[src/rtl/wash_sequencer.sv]
// Wash program sequencer: loads a packed stage-time word and counts the highest nonzero
// field down on each 1 Hz tick, with a water-fill countdown before every stage.
module wash_sequencer #(
    parameter int WATER_TICKS = 3
) (
    input  logic        cp,
    input  logic        rst,
    input  logic        tick,
    input  logic        start,
    input  logic        pause_btn,
    input  logic        abort,
    // "program" is a reserved word in SystemVerilog, so the program word is carried on prog
    input  logic [25:0] prog,
    output logic [25:0] msg,
    output logic [2:0]  waterTime,
    output logic [2:0]  phase,
    output logic        stage_done,
    output logic        finish
);

    typedef enum logic [2:0] {
        S_IDLE   = 3'd0,
        S_FILL   = 3'd1,
        S_RUN    = 3'd2,
        S_PAUSE  = 3'd3,
        S_FINISH = 3'd4
    } state_t;

    localparam logic [2:0] WT = 3'(WATER_TICKS);

    // Field 0 is [2:0], field 7 is [25:23]; the highest nonzero index is the active field.
    localparam int FLD_LO [8] = '{0, 3, 6, 10, 13, 16, 19, 23};
    localparam int FLD_W  [8] = '{3, 3, 4, 3, 3, 3, 4, 3};

    state_t      state_reg, state_next;
    state_t      ret_reg, ret_next;
    logic [25:0] msg_reg, msg_next;
    logic [2:0]  water_reg, water_next;
    logic [2:0]  phase_reg, phase_next;
    logic        stage_done_reg, stage_done_next;
    logic        finish_reg, finish_next;

    logic [3:0]  fld [8];
    logic [7:0]  fld_nz;
    logic [25:0] unit [8];
    logic [2:0]  act_idx;
    logic [3:0]  act_val;
    logic [25:0] dec_word;

    genvar gi;
    generate
        for (gi = 0; gi < 8; gi++) begin : g_fld
            assign fld[gi]    = 4'((msg_reg >> FLD_LO[gi]) & ((26'd1 << FLD_W[gi]) - 26'd1));
            assign fld_nz[gi] = |fld[gi];
            assign unit[gi]   = 26'd1 << FLD_LO[gi];
        end
    endgenerate

    always_comb begin
        act_idx = 3'd0;
        for (int i = 0; i < 8; i++) begin
            if (fld_nz[i]) act_idx = 3'(i);
        end
    end

    // The active field is nonzero, so subtracting its unit never borrows out of the field.
    assign act_val  = fld[act_idx];
    assign dec_word = msg_reg - unit[act_idx];

    // State register
    always_ff @(posedge cp or posedge rst) begin
        if (rst) begin
            state_reg      <= S_IDLE;
            ret_reg        <= S_RUN;
            msg_reg        <= '0;
            water_reg      <= '0;
            phase_reg      <= 3'd1;
            stage_done_reg <= 1'b0;
            finish_reg     <= 1'b0;
        end else begin
            state_reg      <= state_next;
            ret_reg        <= ret_next;
            msg_reg        <= msg_next;
            water_reg      <= water_next;
            phase_reg      <= phase_next;
            stage_done_reg <= stage_done_next;
            finish_reg     <= finish_next;
        end
    end

    // Next-state logic
    always_comb begin
        state_next      = state_reg;
        ret_next        = ret_reg;
        msg_next        = msg_reg;
        water_next      = water_reg;
        stage_done_next = 1'b0;

        if (abort) begin
            state_next = S_IDLE;
            msg_next   = '0;
            water_next = '0;
        end else if (pause_btn && (state_reg == S_FILL || state_reg == S_RUN)) begin
            ret_next   = state_reg;
            state_next = S_PAUSE;
        end else if (pause_btn && state_reg == S_PAUSE) begin
            state_next = ret_reg;
        end else begin
            case (state_reg)
                S_IDLE, S_FINISH: begin
                    if (start && prog != 26'd0) begin
                        msg_next = prog;
                        if (WT != 3'd0) begin
                            water_next = WT;
                            state_next = S_FILL;
                        end else begin
                            water_next = '0;
                            state_next = S_RUN;
                        end
                    end
                end
                S_FILL: begin
                    if (tick) begin
                        water_next = water_reg - 3'd1;
                        if (water_reg == 3'd1) state_next = S_RUN;
                    end
                end
                S_RUN: begin
                    if (tick) begin
                        msg_next = dec_word;
                        if (act_val == 4'd1) begin
                            stage_done_next = 1'b1;
                            if (dec_word == 26'd0) begin
                                water_next = '0;
                                state_next = S_FINISH;
                            end else if (WT != 3'd0) begin
                                water_next = WT;
                                state_next = S_FILL;
                            end
                        end
                    end
                end
                default: ;
            endcase
        end
    end

    // Output logic, registered alongside the state
    always_comb begin
        finish_next = (state_next == S_FINISH);
        case (state_next)
            S_IDLE:         phase_next = 3'd1;
            S_FILL, S_RUN:  phase_next = 3'd3;
            S_PAUSE:        phase_next = 3'd5;
            S_FINISH:       phase_next = 3'd6;
            default:        phase_next = 3'd1;
        endcase
    end

    assign msg        = msg_reg;
    assign waterTime  = water_reg;
    assign phase      = phase_reg;
    assign stage_done = stage_done_reg;
    assign finish     = finish_reg;

endmodule

[config.mk]
export PLATFORM = sky130hd
export DESIGN_NAME = wash_sequencer
export DESIGN_NICKNAME = d
export VERILOG_FILES = /design/src/rtl/wash_sequencer.sv
export SDC_FILE = /design/constraint.sdc
export NUM_CORES = 1
export LEC_CHECK = 0
export BUFFER_PORTS_ARGS = -buffer_cell sky130_fd_sc_hd__clkbuf_2
export CAP_MARGIN = 20
export CORE_ASPECT_RATIO = 0.9
export CORE_MARGIN = 1.5
export CORE_UTILIZATION = 45
export DETAILED_ROUTE_END_ITERATION = 10
export PLACE_DENSITY = 0.69
export SLEW_MARGIN = 40
export SYNTH_ARGS = -nofsm -noshare
export SYNTH_HDL_FRONTEND = slang
export SYNTH_SLANG_ARGS = --single-unit
[constraint.sdc]
create_clock -name cp -period 8.64 [get_ports cp]
set_input_delay 1.296 -clock cp [delete_from_list [all_inputs] [get_ports cp]]
set_output_delay 1.296 -clock cp [all_outputs]
set_load 0.05 [all_outputs]
==> results of run 1 <==
worst paths after layout:
kind / endpoint / slack (ns)
min: ret_reg[2] / 0.49
max: phase[1] / 3.15
min in group asynchronous: finish / 1.09
min reg2reg: ret_reg[2] / 0.49
max in group asynchronous: ret_reg[1] / 7.17
max reg2reg: phase[1] / 3.15
per-layer routing:
layer	share of wire	global-route usage
met5	0	0
met4	0.015	0.05714
met3	0.076	0.03949
met2	0.47	0.4351
met1	0.44	0.3512
logic make-up (layout without fill, tap and decap cells):
group	Yosys count	count (layout)	synth area share
xor gates and xnor gates	13	13	0.03107
buffers and inverters	45	89	0.05394
AOI/OAI and AO/OA	165	165	0.3278
and+or+nand+nor	188	188	0.2533
DFF	40	40	0.2738
adders and majority gates	11	11	0.03755
muxes	8	8	0.02253
cells in the final DEF, fill, tap and decap left out, types with 3 or more instances in the layout:
master	netlist	routed
clkbuf_2	0	65
nor2_1	56	55
o21ai_0	48	48
nand2_1	47	47
dfrtp_1	38	38
a21oi_1	28	28
nand3_1	15	15
inv_1	13	13
nor3_1	12	12
ha_1	11	11
xnor2_1	10	10
nand2b_1	8	8
or3_1	8	8
nor4_1	8	7
o31ai_1	7	7
o211ai_1	7	7
and3_1	7	7
clkbuf_8	0	7
mux2i_1	6	6
a22oi_1	6	6
a22o_1	6	6
nor2b_1	5	5
o21a_1	5	5
o31a_1	5	5
o2111ai_1	4	4
nor3b_1	4	4
a2111oi_0	4	4
a211oi_1	4	4
a21o_1	3	3
a221oi_1	3	3
xor2_1	3	3
a31oi_1	3	3
a211o_1	3	3
buf_4	0	3
final cells by class:
class,count,area [um^2],area share
Inverter,13,48.80,0.01184
Multi-Input combinational cell,385,2472,0.5997
Clock inverter,1,30.03,0.007284
Tap cell,99,123.9,0.03005
Clock buffer,7,96.34,0.02337
Sequential cell,40,1003,0.2434
Timing Repair Buffer,68,347.8,0.08437
metrics by stage:
step	util	worst slack [ns]	total power [W]	instances	hold slack, ns
global route	0.5160	2.803	0.001172	613	0.5130
finish	0.5160	3.147	0.001100	613	0.4914
global placement	0.4994	3.147	0.0009085	605	0.4687
floorplan	-	3.521	0.0007699	470	0.4570
CTS	0.5152	3.028	0.001090	613	0.4977
detailed placement	0.4994	3.042	0.0009120	605	0.4756
power by group:
| group | total (W) | leakage (nW) | switching, W | internal (W) |
|---|---|---|---|---|
| sequential | 0.000263 | 0.528 | 0.0000511 | 0.000212 |
| combinational | 0.000663 | 1.19 | 0.000426 | 0.000237 |
| clock | 0.000174 | 0.0645 | 0.0000722 | 0.000102 |
==> flow_metrics.tcl, run 1 <==
set metrics [dict create \
    first_global_vias 3581 \
    worst_hold_path_type "reg -> reg" \
    critPathBufInv 0 \
    io_buffers 65 \
    setup-violations-final 0 \
    num-fill-cells 804 \
    critPathSlowestCell "o41ai_1" \
    timing.critical_path.from_type "register" \
    synth_cells 470 \
    synth_sequential_area_ratio 0.2738 \
    gp_congestion 0.9495 \
    dp.final_hpwl_um 8048 \
    cp-startpoint "msg[20]" \
    leakagePower_nw 1.778 \
    cts.clk_slew.worst_paths_ns 0.08 \
    core_mm2 0.007990 \
    remaining_overflow_grt 0 \
    synth_area_leaders "dfrtp_1, o21ai_0, nor2_1" \
    dieWidth_um 98.13 \
    layout-drive-gt1-share 0.1907 \
    power_density_mw_per_mm2 266.8 \
    number_of_flip_flops_under_the_largest_register_name 26 \
    synth_commonest_cells "nor2_1, o21ai_0, nand2_1" \
    area_growth_pct 12.50 \
    finish.instance_area_mm2 0.004123 \
    max_slew.worst_pin.slew_ns 0.7631 \
    crit_fanout 8 \
    die_y_um 88.62 \
    number_of_synthesized_flops_with_an_enable_pin 0 \
    holdBufCountCts 0 \
    pin_count_of_the_biggest_net_entering_global_routing 44 \
    routed_wire_length_per_instance_um 17.88 \
    critPathCaptureType "register" \
    cts_resized 0 \
    fmax_mhz 182.0 \
    cp_cell_sequence "or4_1 > nor2_1 > o21ai_1 > nor3b_1 > ha_1 > ha_1 > nand2b_4 > a2111oi_4 > o211ai_1 > o41ai_1 > o221a_2 > o2111ai_1 > or4_1 > o211a_1 > o22a_1" \
    insertedDiodeCount 0 \
    route.antenna.remaining_nets 0 \
    detailedRoute.firstIterationViolations 342 \
    max_slew_headroom 0.4846 \
    holdPathStages 1 \
    syn_area_per_cell_um2 7.797 \
    clock_latency_ns 0.30 \
    globalRouteTotalUtil 0.2572 \
    synth_fp_nets 513 \
    net_count_of_the_finished_layout 556 \
    timing.critical_path.slowest_cell_delay_ns 0.67 \
    totalNegativeSetupSlack_ns 0 \
    synth_cell_types 73 \
    post_cts.repair.setup_buffers 0 \
    finalHoldViolCount 0 \
    grt_pass1_wl_um 18020 \
    worst_reg_to_reg_path_cell_count 15 \
    cts.htree.levels 2 \
    yosys.area.top_type_share 0.2595 \
    synth_async_sr_flop_share 1.000 \
    viasPerCell 6.339 \
    drt-pass1-iter-count 5 \
    finalCriticalPeriod_ns 5.493 \
    outcome "completed" \
    fin_skew_ns 0.009275 \
    row_count 31 \
    synth_top_area_cell "dfrtp_1" \
    postSynth.topFlopCell "dfrtp_1" \
    via_count 3886 \
    die_area_mm2 0.008695 \
    grt_setup_unrepaired "no" \
    cts.path.max_buffers 2 \
    final_min_period_over_clock_period 0.6358 \
    totalWireLength_um 10960 \
    number_of_cts_inserted_buffers 5 \
    placement.cell_area_mm2 0.003990 \
    setup.worst_path.class "reg -> reg" \
    synth-seq-cells 40 \
    ir_drop_v 0.0001187 \
    finalMaxSlewViolations 0 \
    cts_sink_count 40 \
    yosys_warnings 0 \
    min_from "ret_reg[2]" \
    cts_tree "yes" \
    rr_startpoint "msg[20]" \
    cts-root-buf "clkbuf_8" \
    start_util 0.4587 \
    critPathArrivalTime_ns 5.68 \
    post-route-drc-count 0 \
    crit_required_ns 8.83 \
    path_depth 15 \
    antenna_found_initial 0 \
    drv_cap 0 \
    most_used_standard_cell_by_instance_count_after_synthesis "nor2_1" \
    worst_path_dominant_cell_family "compound AO/OA/AOI/OAI gates" \
    floorplan.io_pins 66 \
    syn-cell-area_mm2 0.003665 \
]
Power figures use the tool's default switching activity.
==> inputs of run 2 (changes only) <==
--- a/config.mk
+++ b/config.mk
@@ -5,13 +5,14 @@
 export SDC_FILE = /design/constraint.sdc
 export NUM_CORES = 1
 export LEC_CHECK = 0
+export ABC_AREA = 1
 export BUFFER_PORTS_ARGS = -buffer_cell sky130_fd_sc_hd__clkbuf_2
 export CAP_MARGIN = 20
 export CORE_ASPECT_RATIO = 0.9
 export CORE_MARGIN = 1.5
 export CORE_UTILIZATION = 45
 export DETAILED_ROUTE_END_ITERATION = 10
-export PLACE_DENSITY = 0.69
+export PLACE_DENSITY = 0.71
 export SLEW_MARGIN = 40
 export SYNTH_ARGS = -nofsm -noshare
 export SYNTH_HDL_FRONTEND = slang
==> constraint.sdc (replaced) <==
create_clock -name cp -period 5 [get_ports cp]
set_input_delay 0.75 -clock cp [delete_from_list [all_inputs] [get_ports cp]]
set_output_delay 0.75 -clock cp [all_outputs]
set_load 0.05 [all_outputs]
==> flow_metrics.tcl, run 2 <==
set metrics [dict create \
    number_of_cts_inserted_buffers 5 \
    synth_cell_types 44 \
    worst_reg_to_reg_path_cell_count 28 \
    num-fill-cells 918 \
    grt_setup_unrepaired "no" \
    yosys_warnings 0 \
    setup.worst_path.class "reg -> reg" \
    outcome "completed" \
    yosys.area.top_type_share 0.2383 \
    synth_commonest_cells "nand2_1, inv_1, nor2_1" \
    setup-violations-final 0 \
    area_growth_pct 12.83 \
    cts_resized 0 \
    synth_area_leaders "dfrtp_1, nand2_1, nand3_1" \
    finalMaxSlewViolations 0 \
    cts_tree "yes" \
    critPathMostFrequentCell "nand2_1" \
    final-instance-count-excl-fill 800 \
    synth_cells 616 \
    synth-seq-cells 40 \
    cts.clk_slew.worst_paths_ns 0.09 \
    cts.path.max_buffers 2 \
    syn-cell-area_mm2 0.003990 \
    clock_latency_ns 0.30 \
    crit_required_ns 5.20 \
    grt_pass1_wl_um 19890 \
    number_of_synthesized_flops_with_an_enable_pin 0 \
    start_util 0.4635 \
    critPathSlowestCell "dfrtp_1" \
    cts-root-buf "clkbuf_8" \
    post_cts.repair.setup_buffers 0 \
    synth_async_sr_flop_share 1.000 \
    io_buffers 65 \
    totalNegativeSetupSlack_ns 0 \
    fmax_mhz 254.9 \
    postSynth.topFlopCell "dfrtp_1" \
    dp.final_hpwl_um 9978 \
    route.antenna.remaining_nets 0 \
    cts.htree.levels 2 \
    row_count 32 \
    final_min_period_over_clock_period 0.7847 \
    synth_sequential_area_ratio 0.2515 \
    net_count_of_the_finished_layout 724 \
    drt-pass1-iter-count 5 \
    die_y_um 92.33 \
    holdBufCountCts 0 \
    die_area_mm2 0.009441 \
    finalHoldViolCount 0 \
    first_global_vias 4031 \
    timing.critical_path.slowest_cell_delay_ns 0.48 \
    detailedRoute.firstIterationViolations 233 \
    timing.critical_path.from_type "register" \
    pin_count_of_the_biggest_net_entering_global_routing 41 \
    critPathArrivalTime_ns 4.12 \
    dp.cells 793 \
    routed_wire_length_per_instance_um 15.55 \
    totalWireLength_um 12440 \
    layout.cells.most_common "nand2_1" \
    dieWidth_um 102.3 \
    fin_skew_ns 0.004901 \
    globalRouteTotalUtil 0.2706 \
    holdPathStages 2 \
    viasPerCell 5.386 \
    gp_congestion 1.003 \
    via_count 4309 \
    drv_cap 0 \
    critPathCaptureType "register" \
    worst_hold_path_type "reg -> reg" \
    core_mm2 0.008608 \
    crit_fanout 5 \
    layout-drive-gt1-share 0.2658 \
    most_used_standard_cell_by_instance_count_after_synthesis "nand2_1" \
    max_slew.worst_pin.slew_ns 0.6385 \
    insertedDiodeCount 0 \
    number_of_flip_flops_under_the_largest_register_name 26 \
    layout.cells.most_common_list "nand2_1, clkbuf_2, inv_1" \
    synth_fp_nets 659 \
    remaining_overflow_grt 0 \
    post-route-drc-count 0 \
    floorplan.io_pins 66 \
    cts_sink_count 40 \
    finalCriticalPeriod_ns 3.924 \
    antenna_found_initial 0 \
    synth_top_area_cell "dfrtp_1" \
    max_slew_headroom 0.5704 \
    syn_area_per_cell_um2 6.477 \
]
-- run 2: stage by stage --
stage	utilization	setup WS, ns	area [um^2]	hold slack [ns]
floorplan	-	1.542	3990	0.4368
global placement	0.5135	1.182	4420	0.4551
detailed placement	0.5135	1.120	4420	0.4593
CTS	0.5230	1.111	4502	0.4718
global route	0.5230	0.7460	4502	0.4944
finish	0.5230	1.076	4502	0.4687
-- run 2: cell families after synthesis --
logic type,after synthesis,synth area share
AOI/OAI and AO/OA,100,0.1540
xor gates and xnor gates,6,0.01693
adders and majority gates,11,0.03449
buffers and inverters,99,0.1003
DFF,40,0.2515
and+or+nand+nor,360,0.4428
-- run 2: worst paths after layout --
check                      startpoint         end  slack [ns]
max                           msg[11]    phase[1]        1.08
max in group asynchronous         rst  ret_reg[1]        4.07
min in group asynchronous         rst      finish        0.56
max reg2reg                   msg[11]    phase[1]        1.08
min reg2reg                ret_reg[1]  ret_reg[1]        0.47
min                        ret_reg[1]  ret_reg[1]        0.47
-- run 2: per-layer routing --
| layer | track usage | wire length (um) |
|---|---|---|
| met5 | 0 | 0 |
| met4 | 0.04909 | 85 |
| met3 | 0.03245 | 671 |
| met2 | 0.4443 | 5868 |
| met1 | 0.3846 | 5813 |
-- run 2: cell type report --
| type | instances | area, um^2 | share of cell area |
|---|---|---|---|
| clock buffers | 5 | 68.82 | 0.01529 |
| clock inverters | 2 | 12.51 | 0.002779 |
| inverters | 89 | 334.1 | 0.07421 |
| multi-input cells | 477 | 2586 | 0.5745 |
| flip-flops and latches | 40 | 1003 | 0.2229 |
| well taps | 119 | 148.9 | 0.03307 |
| repair buffers | 68 | 347.8 | 0.07727 |
-- run 2: worst max-delay path: cells and delay by family, from the launching register on --
family	cells	cell delay, ns
fa+ha+maj	2	0.46
buf+inv	1	0.09
flops	1	0.48
simple gates	25	2.79
Power of run 2 is not shown: default switching activity piles up to over one toggle a cycle in this logic, so the estimate is an artifact.
